$ cat config.mk
export PLATFORM = sky130hd
export DESIGN_NAME = sha_pad_absorb
export DESIGN_NICKNAME = d
export VERILOG_FILES = /design/src/rtl/sha_pad_absorb.sv
export SDC_FILE = /design/constraint.sdc
export NUM_CORES = 2
export LEC_CHECK = 0
export ABC_AREA = 0
export BUFFER_PORTS_ARGS = -buffer_cell sky130_fd_sc_hd__buf_4
export CORE_AREA = 2 2 627 629
export CTS_CLUSTER_DIAMETER = 150
export DETAILED_ROUTE_END_ITERATION = 10
export DIE_AREA = 0 0 629 631
export PLACE_DENSITY_LB_ADDON = 0.05
export SKIP_CTS_REPAIR_TIMING = 1
export SYNTH_ARGS = -nofsm -noshare
export SYNTH_HDL_FRONTEND = slang
export SYNTH_SLANG_ARGS = --single-unit
$ cat constraint.sdc
create_clock -name ACLK -period 57.4 [get_ports ACLK]
set_clock_uncertainty 0.15 [all_clocks]
set_input_delay 11.48 -clock ACLK [delete_from_list [all_inputs] [get_ports ACLK]]
set_output_delay 11.48 -clock ACLK [all_outputs]
set_load 0.1 [all_outputs]
$ cat src/rtl/sha_pad_absorb.sv
// Packs a word stream into SHA-3 rate blocks with 0x06 .. 0x80 padding for a Keccak core.
// Define SHA_PAD_BYTE_SWAP_EN to byte-reverse every accepted word before it is placed.
module sha_pad_absorb #(
   parameter int unsigned DATA_WIDTH = 16
) (
   input  logic                  ACLK,
   input  logic                  ARESET,
   input  logic [DATA_WIDTH-1:0] S_TDATA,
   input  logic                  S_TVALID,
   output logic                  S_TREADY,
   input  logic                  S_TLAST,
   input  logic [1:0]            S_TUSER,
   output logic [1599:0]         Block,
   output logic                  Block_valid,
   output logic                  Block_last,
   output logic [1:0]            Block_mode,
   input  logic                  Core_ready
);

   localparam int unsigned BLK_W  = 1600;
   localparam int unsigned NBYTE  = DATA_WIDTH / 8;
   localparam int unsigned DW_LOG = $clog2(DATA_WIDTH);
   localparam int unsigned CNT_W  = 8;
   localparam int unsigned RATE_W = 11;

   typedef enum logic [1:0] {
      ST_IDLE   = 2'd0,
      ST_FILL   = 2'd1,
      ST_HOLD   = 2'd2,
      ST_PADBLK = 2'd3
   } state_t;

   state_t             state_q;
   logic [CNT_W-1:0]   cnt_q;
   logic [BLK_W-1:0]   block_q;
   logic               valid_q;
   logic               last_q;
   logic [1:0]         mode_q;
   logic               tready_q;
   logic               padpend_q;

   logic [1:0]            mode_d;
   logic [RATE_W-1:0]     rate_d;
   logic [CNT_W-1:0]      last_idx_d;
   logic [RATE_W-1:0]     word_lo_d;
   logic [RATE_W-1:0]     pad_lo_d;
   logic [RATE_W-1:0]     tail_lo_d;
   logic [DATA_WIDTH-1:0] word_d;
   logic                  accept_d;
   logic                  is_last_word_d;
   logic                  pad_here_d;
   logic [BLK_W-1:0]      fill_d;
   logic [BLK_W-1:0]      pblk_d;

   function automatic logic [RATE_W-1:0] rate_bits(input logic [1:0] m);
      case (m)
         2'd0:    return RATE_W'(1152);
         2'd1:    return RATE_W'(1088);
         2'd2:    return RATE_W'(832);
         default: return RATE_W'(576);
      endcase
   endfunction

   // The mode of a message's first word applies immediately; later words use the latched mode.
   always_comb begin
      mode_d         = (state_q == ST_IDLE) ? S_TUSER : mode_q;
      rate_d         = rate_bits(mode_d);
      last_idx_d     = CNT_W'(rate_d >> DW_LOG) - CNT_W'(1);
      word_lo_d      = RATE_W'(cnt_q) * RATE_W'(DATA_WIDTH);
      pad_lo_d       = word_lo_d + RATE_W'(DATA_WIDTH);
      tail_lo_d      = rate_d - RATE_W'(8);
      accept_d       = tready_q & S_TVALID;
      is_last_word_d = (cnt_q == last_idx_d);
      pad_here_d     = S_TLAST & ~is_last_word_d;
   end

   always_comb begin
      word_d = S_TDATA;
`ifdef SHA_PAD_BYTE_SWAP_EN
      for (int b = 0; b < NBYTE; b++) begin
         word_d[8*b +: 8] = S_TDATA[8*(NBYTE-1-b) +: 8];
      end
`endif
   end

   // Block image after the current word, including in-block padding on a short final word.
   always_comb begin
      fill_d = block_q;
      fill_d[word_lo_d +: DATA_WIDTH] = word_d;
      if (pad_here_d) begin
         fill_d[pad_lo_d +: 8]  = fill_d[pad_lo_d +: 8] | 8'h06;
         fill_d[tail_lo_d +: 8] = fill_d[tail_lo_d +: 8] | 8'h80;
      end
   end

   always_comb begin
      pblk_d                  = '0;
      pblk_d[7:0]             = 8'h06;
      pblk_d[tail_lo_d +: 8]  = pblk_d[tail_lo_d +: 8] | 8'h80;
   end

   always_ff @(posedge ACLK or posedge ARESET) begin
      if (ARESET) begin
         state_q   <= ST_IDLE;
         cnt_q     <= '0;
         block_q   <= '0;
         valid_q   <= 1'b0;
         last_q    <= 1'b0;
         mode_q    <= 2'd0;
         tready_q  <= 1'b0;
         padpend_q <= 1'b0;
      end else begin
         case (state_q)
            ST_IDLE, ST_FILL: begin
               tready_q <= 1'b1;
               if (accept_d) begin
                  block_q <= fill_d;
                  if (state_q == ST_IDLE) begin
                     mode_q <= S_TUSER;
                  end
                  if (S_TLAST || is_last_word_d) begin
                     state_q   <= ST_HOLD;
                     tready_q  <= 1'b0;
                     valid_q   <= 1'b1;
                     last_q    <= pad_here_d;
                     padpend_q <= S_TLAST & is_last_word_d;
                  end else begin
                     state_q <= ST_FILL;
                     cnt_q   <= cnt_q + CNT_W'(1);
                  end
               end
            end
            ST_HOLD: begin
               if (valid_q && Core_ready) begin
                  valid_q <= 1'b0;
                  last_q  <= 1'b0;
                  block_q <= '0;
                  cnt_q   <= '0;
                  if (padpend_q) begin
                     state_q   <= ST_PADBLK;
                     padpend_q <= 1'b0;
                  end else if (last_q) begin
                     state_q  <= ST_IDLE;
                     tready_q <= 1'b1;
                  end else begin
                     state_q  <= ST_FILL;
                     tready_q <= 1'b1;
                  end
               end
            end
            ST_PADBLK: begin
               block_q <= pblk_d;
               valid_q <= 1'b1;
               last_q  <= 1'b1;
               state_q <= ST_HOLD;
            end
            default: begin
               state_q  <= ST_IDLE;
               tready_q <= 1'b0;
            end
         endcase
      end
   end

   assign S_TREADY    = tready_q;
   assign Block       = block_q;
   assign Block_valid = valid_q;
   assign Block_last  = last_q;
   assign Block_mode  = mode_q;

endmodule

======== After elaboration in Yosys (flattened, before gate mapping) ========
Index checks and enable logic that the tools add are counted.
word-level totals
  bits in registers ....................... 1616
  latch bits .............................. 0
  RAM bits ................................ 0
  bits in read-only memories .............. 0
  bits of input ports ..................... 23
  output and inout port bits .............. 1605
  memories kept ........................... 0
operators by class
  add/subtract/negate cells ............... 7
  multipliers ............................. 0
  div/mod/pow operators ................... 0
  $lt $le $gt $ge ......................... 0
  eq/ne operators ......................... 11
  shift-type cells ........................ 10
  multiplexer cells ....................... 34
  bitwise gates (word level) .............. 7
  reductions and logical operators ........ 12
operator list
  cell                                                           count
  bitwise mux 1600 bit                                           3
  2-to-1 mux 1600 bit                                            3
  case mux 1600 bit (3 select lines)                             1
  variable part select 8 x 13 -> 1600 bit                        3
  variable shift 8 x 13 -> 1600 bit, first input constant        2
  variable shift 16 x 13 -> 1600 bit, first input constant       1
  variable part select 16 x 13 -> 1600 bit                       1
  variable part select 1600 x 12 -> 7 bit                        1
  variable part select 1600 x 12 -> 7 bit, first input constant  1
  variable part select 1600 x 12 -> 8 bit                        1
  bitwise AND 1598 bit                                           1
  negation 11 -> 13 bit                                          3
  case mux 11 bit (3 select lines)                               1
  2-to-1 mux 8 bit                                               3
  case mux 8 bit (2 select lines)                                1
  2-to-1 mux 1 bit                                               12
  adder 11 x 5 -> 11 bit, second input constant                  1
  subtractor 11 x 4 -> 11 bit, second input constant             1
  2-to-1 mux 2 bit                                               5
  != test 2 bit, second input constant                           5
  adder 8 x 1 -> 8 bit, second input constant                    1
  equality test 8 bit                                            1
  AND reduction 4 bit                                            2
  subtractor 7 x 1 -> 8 bit, second input constant               1
  16 further kinds                                               26

======== Logic depth before layout (Yosys ltp) ========
  depth in word-level cells ............... 12
  mapped depth ............................ 25

======== Worst setup path after synthesis ========
No wires, ideal clock.
  kind .................................... input to register
  start point ............................. in S_TDATA[0]
  end point ............................... reg block_q[1184] (netlist: Block[1184])
  setup time .............................. 0.104 ns
  data arrival time ....................... 14.008 ns
  data required time ...................... 57.146 ns
  path slack .............................. 43.139 ns
  cell stages on the path ................. 11
  buffers on the path ..................... 2
  path through ............................ clkbuf_1 a21boi_1 nand2_1 nor2_1 a21oi_1 mux4_2 o32ai_1 nor3_4 nand3b_4 buf_4 o41ai_2
on the way
  word-level cells in the longest chain between the ends .. 11
ends and longest elaborated chain
  element                                     RTL line  RTL
  start, declared                             8         input logic [DATA_WIDTH-1:0] S_TDATA,
  variable part select 16 x 13 -> 1600 bit *  89        fill_d[word_lo_d +: DATA_WIDTH] = word_d;
  bitwise mux 1600 bit *                      89
  variable part select 1600 x 12 -> 8 bit     91        fill_d[pad_lo_d +: 8] = fill_d[pad_lo_d +: 8] | 8'h06;
  variable part select 8 x 13 -> 1600 bit     91
  bitwise mux 1600 bit                        91
  variable part select 1600 x 12 -> 7 bit     92        fill_d[tail_lo_d +: 8] = fill_d[tail_lo_d +: 8] | 8'h80;
  variable part select 8 x 13 -> 1600 bit     92
  bitwise mux 1600 bit                        92
  2-to-1 mux 1600 bit *                       90        if (pad_here_d) begin
  2-to-1 mux 1600 bit *                       116       if (accept_d) begin
  case mux 1600 bit (3 select lines) *        113       case (state_q)
  end signal, assigned                        117       block_q <= fill_d;
  end signal, assigned                        152       block_q <= pblk_d;
  end, declared                               35        logic [BLK_W-1:0] block_q;
Mark *: on every way between the ends. The rest lies on a longest branch, timed or not. The select of a mux whose other input is x is not followed.
A chain may end at the register's enable or synchronous reset.

======== Final worst setup path ========
  start point ............................. in S_TDATA[4]
  end point ............................... reg block_q[628] (netlist: Block[628])
The elaborated chain is that of the path after synthesis.

==> run metrics <==
CTS tree=done; Worst Setup Path Type=in2reg; maximum fanout along the worst path=19; Worst EP required=a little under 60000 ps; critical path data arrival time=between 15000 and 20000 ps; most common cell after layout, fill and taps aside=sky130_fd_sc_hd__buf_4; number of setup violations in the final report=0; nets in the synthesized netlist=8625; H-Tree Depth=4; number of enable-type register cells in the synthesized netlist=0; Initial Util=0.205; failing checks=max-capacitance violations, max-slew violations; count of nets left with antenna violations after detail routing=0; total count of hold-check failures in the final report=0; placed wire-length estimate after detailed placement=~620000 um; type of origin of the critical path=primary input; DP Worst Slack=40080 ps; total detailed-routing wirelength=roughly 800000 um; via count=about 94000; mean area per synthesized cell=a little over 9 um^2; routability congestion estimate=1.09; power density normalized to cell area=about 45 nW/um^2; Slew Limit Headroom=-0.0794; Layout Nets=10300; Vias/cell=5.97; share of flip-flops with an asynchronous set or reset after synthesis=1.00; final worst-path cycle share=0.291; Tightest Pin Transition=between 1500 and 2000 ps; source-to-sink clock delay at the later pin of the worst-skew pair=a little under 1000 ps; average wire per cell in the routed design=~50 um; clk buf depth=4; overflow left after global routing=0; boundary pin count=1628; root buffer cell=sky130_fd_sc_hd__clkbuf_16; Die Outline Area=397000 um^2; maximum clock rate=approximately 60 MHz; synthesized cell area=approximately 80000 um^2; commonest register cell after synthesis=sky130_fd_sc_hd__dfrtp_1; post-synthesis sequential element count=1616; clock-pin slew on the worst setup and hold paths=roughly 60 ps; vias in the first global route=approximately 89000; min-delay worst type=reg2reg; element type at the critical path end=register; cell leakage power=about 46 nW; Detailed Route Iter0 Violations=13700; leading cell types in the layout, fill and taps excluded=sky130_fd_sc_hd__buf_4, sky130_fd_sc_hd__dfrtp_1, sky130_fd_sc_hd__nand2_1, sky130_fd_sc_hd__o21ai_0, sky130_fd_sc_hd__nor2_1; number of pins exceeding their max-slew limit in the final report=18; sum of negative setup slack=0 ps; Synth cell types=between 100 and 150; number of clock buffers inserted by TritonCTS=213; chip width=629 um; total routing resource utilization after global routing=0.388; VDD IR-drop max=~0.045 mV; max-cap viol count=6; setup ws final=roughly 41000 ps; length of the first detailed-routing pass in iterations=6; count of standard-cell rows=230; Remaining DRCs=0; clock tree sinks=1616; final critical delay including setup and external delays=roughly 17000 ps; Chip Height=631 um; wire length of the first global-routing pass=around 1000000 um; Buffers on Ports=approximately 1600; RSZ-0062 raised after global routing=no; area growth from synthesis to layout=35.2%; result of the run=finished with violations; CORE AREA=a little under 400000 um^2; pin count of the biggest net entering global routing=between 100 and 150; initial antenna violation count=~130; share of layout cells above drive strength 1=0.263; fraction of the yosys area taken by sequential cells=0.506; instance count of the mapped netlist=around 8600; Synth Warn #=0
==> report_power, final <==
part	total [mW]	leakage, nW	internal (mW)	switching (mW)
clock	1.50	3.73	0.888	0.612
sequential	1.18	22.6	1.15	0.0240
combinational	2.17	20.1	0.286	1.88
==> metrics by stage <==
stage	power, mW	area [um^2]	hold slack, ps	utilization	cells
after floorplan	2.04	80000	357	-	8596
after global placement	3.25	100000	317	0.257	15300
after detailed placement	3.24	100000	322	0.257	15300
after CTS	4.74	108000	335	0.276	15700
after global routing	4.84	108000	354	0.276	15700
final	4.85	108000	330	0.277	15700
==> routing by layer <==
layer | vias up | GRT usage | wire length [um]
li1 | 35900 | - | -
met1 | 49600 | 0.478 | 312000
met2 | 6937 | 0.597 | 352000
met3 | 1567 | 0.119 | 81200
met4 | 56 | 0.227 | 56300
met5 | - | 0.000121 | 357
==> sequential cells by signal, summed over array words and instances (netlist names) <==
name         flops
Block         1600
cnt_q            8
Block_mode       2
state_q          2
Block_last       1
Block_valid      1
S_TREADY         1
padpend_q        1
==> cell usage after synthesis (55+ instances only) <==
cell | instances | area share
sky130_fd_sc_hd__a211oi_1 | 56 | 0.0053
sky130_fd_sc_hd__a21oi_1 | 288 | 0.018
sky130_fd_sc_hd__a22o_1 | 297 | 0.033
sky130_fd_sc_hd__a22oi_1 | 199 | 0.019
sky130_fd_sc_hd__a31oi_1 | 155 | 0.012
sky130_fd_sc_hd__a32o_1 | 116 | 0.015
sky130_fd_sc_hd__a32oi_1 | 165 | 0.018
sky130_fd_sc_hd__buf_1 | 55 | 0.0026
sky130_fd_sc_hd__buf_2 | 108 | 0.0068
sky130_fd_sc_hd__clkbuf_1 | 416 | 0.020
sky130_fd_sc_hd__dfrtp_1 | 1616 | 0.51
sky130_fd_sc_hd__mux2i_1 | 109 | 0.014
sky130_fd_sc_hd__nand2_1 | 1620 | 0.076
sky130_fd_sc_hd__nand3_1 | 193 | 0.012
sky130_fd_sc_hd__nor2_1 | 466 | 0.022
sky130_fd_sc_hd__nor3_1 | 155 | 0.0097
sky130_fd_sc_hd__o211ai_1 | 93 | 0.0087
sky130_fd_sc_hd__o21ai_0 | 1260 | 0.079
sky130_fd_sc_hd__o21ai_1 | 107 | 0.0067
sky130_fd_sc_hd__o221ai_1 | 154 | 0.017
sky130_fd_sc_hd__o31ai_1 | 132 | 0.012
==> final timing paths <==
check                                 from           to  slack, ps  cells after the start
worst max-delay path            S_TDATA[4]   Block[628]      40680                     11
worst min-delay path            Block[956]   Block[956]        330                      2
worst max register to register    cnt_q[2]   Block[627]      47770                     15
worst min register to register  Block[956]   Block[956]        330                      2
max in group asynchronous           ARESET   Block[201]      41790                      7
min in group asynchronous           ARESET  Block[1355]      10440                      2
==> cell type report <==
cell class | instances | area, um^2
fillers | 42200 | 283000
flip-flops and latches | 1616 | 40400
multi-input cells | 6324 | 37500
repair buffers | 2088 | 15700
well taps | 5220 | 6530
clock buffers | 301 | 6240
clock inverters | 93 | 1340
diodes | 64 | 160
inverters | 31 | 125
==> cells by family (layout without fill, tap and decap cells) <==
logic type | after synthesis | after routing | share of synthesized area
AO/OA/AOI/OAI | 3396 | 3396 | 0.286
XOR/XNOR | 22 | 22 | 0.00260
adder cells (fa/ha/maj) | 6 | 6 | 0.000939
buffers and inverters | 656 | 2513 | 0.0353
flip-flops | 1616 | 1616 | 0.506
multiplexers | 165 | 165 | 0.0227
other | 0 | 64 | 0
AND/OR/NAND/NOR | 2735 | 2735 | 0.147
==> worst max-delay path, cell delays in order <==
cell,delay [ps]
sky130_fd_sc_hd__buf_4,340
sky130_fd_sc_hd__buf_4,510
sky130_fd_sc_hd__nand3_1,420
sky130_fd_sc_hd__a21oi_1,330
sky130_fd_sc_hd__mux2i_1,120
sky130_fd_sc_hd__a221oi_1,980
sky130_fd_sc_hd__o21ai_0,690
sky130_fd_sc_hd__a31o_2,450
sky130_fd_sc_hd__a22oi_4,650
sky130_fd_sc_hd__nand2_1,830
sky130_fd_sc_hd__o41ai_1,530
No activity file was read; power rests on OpenSTA's default activity.
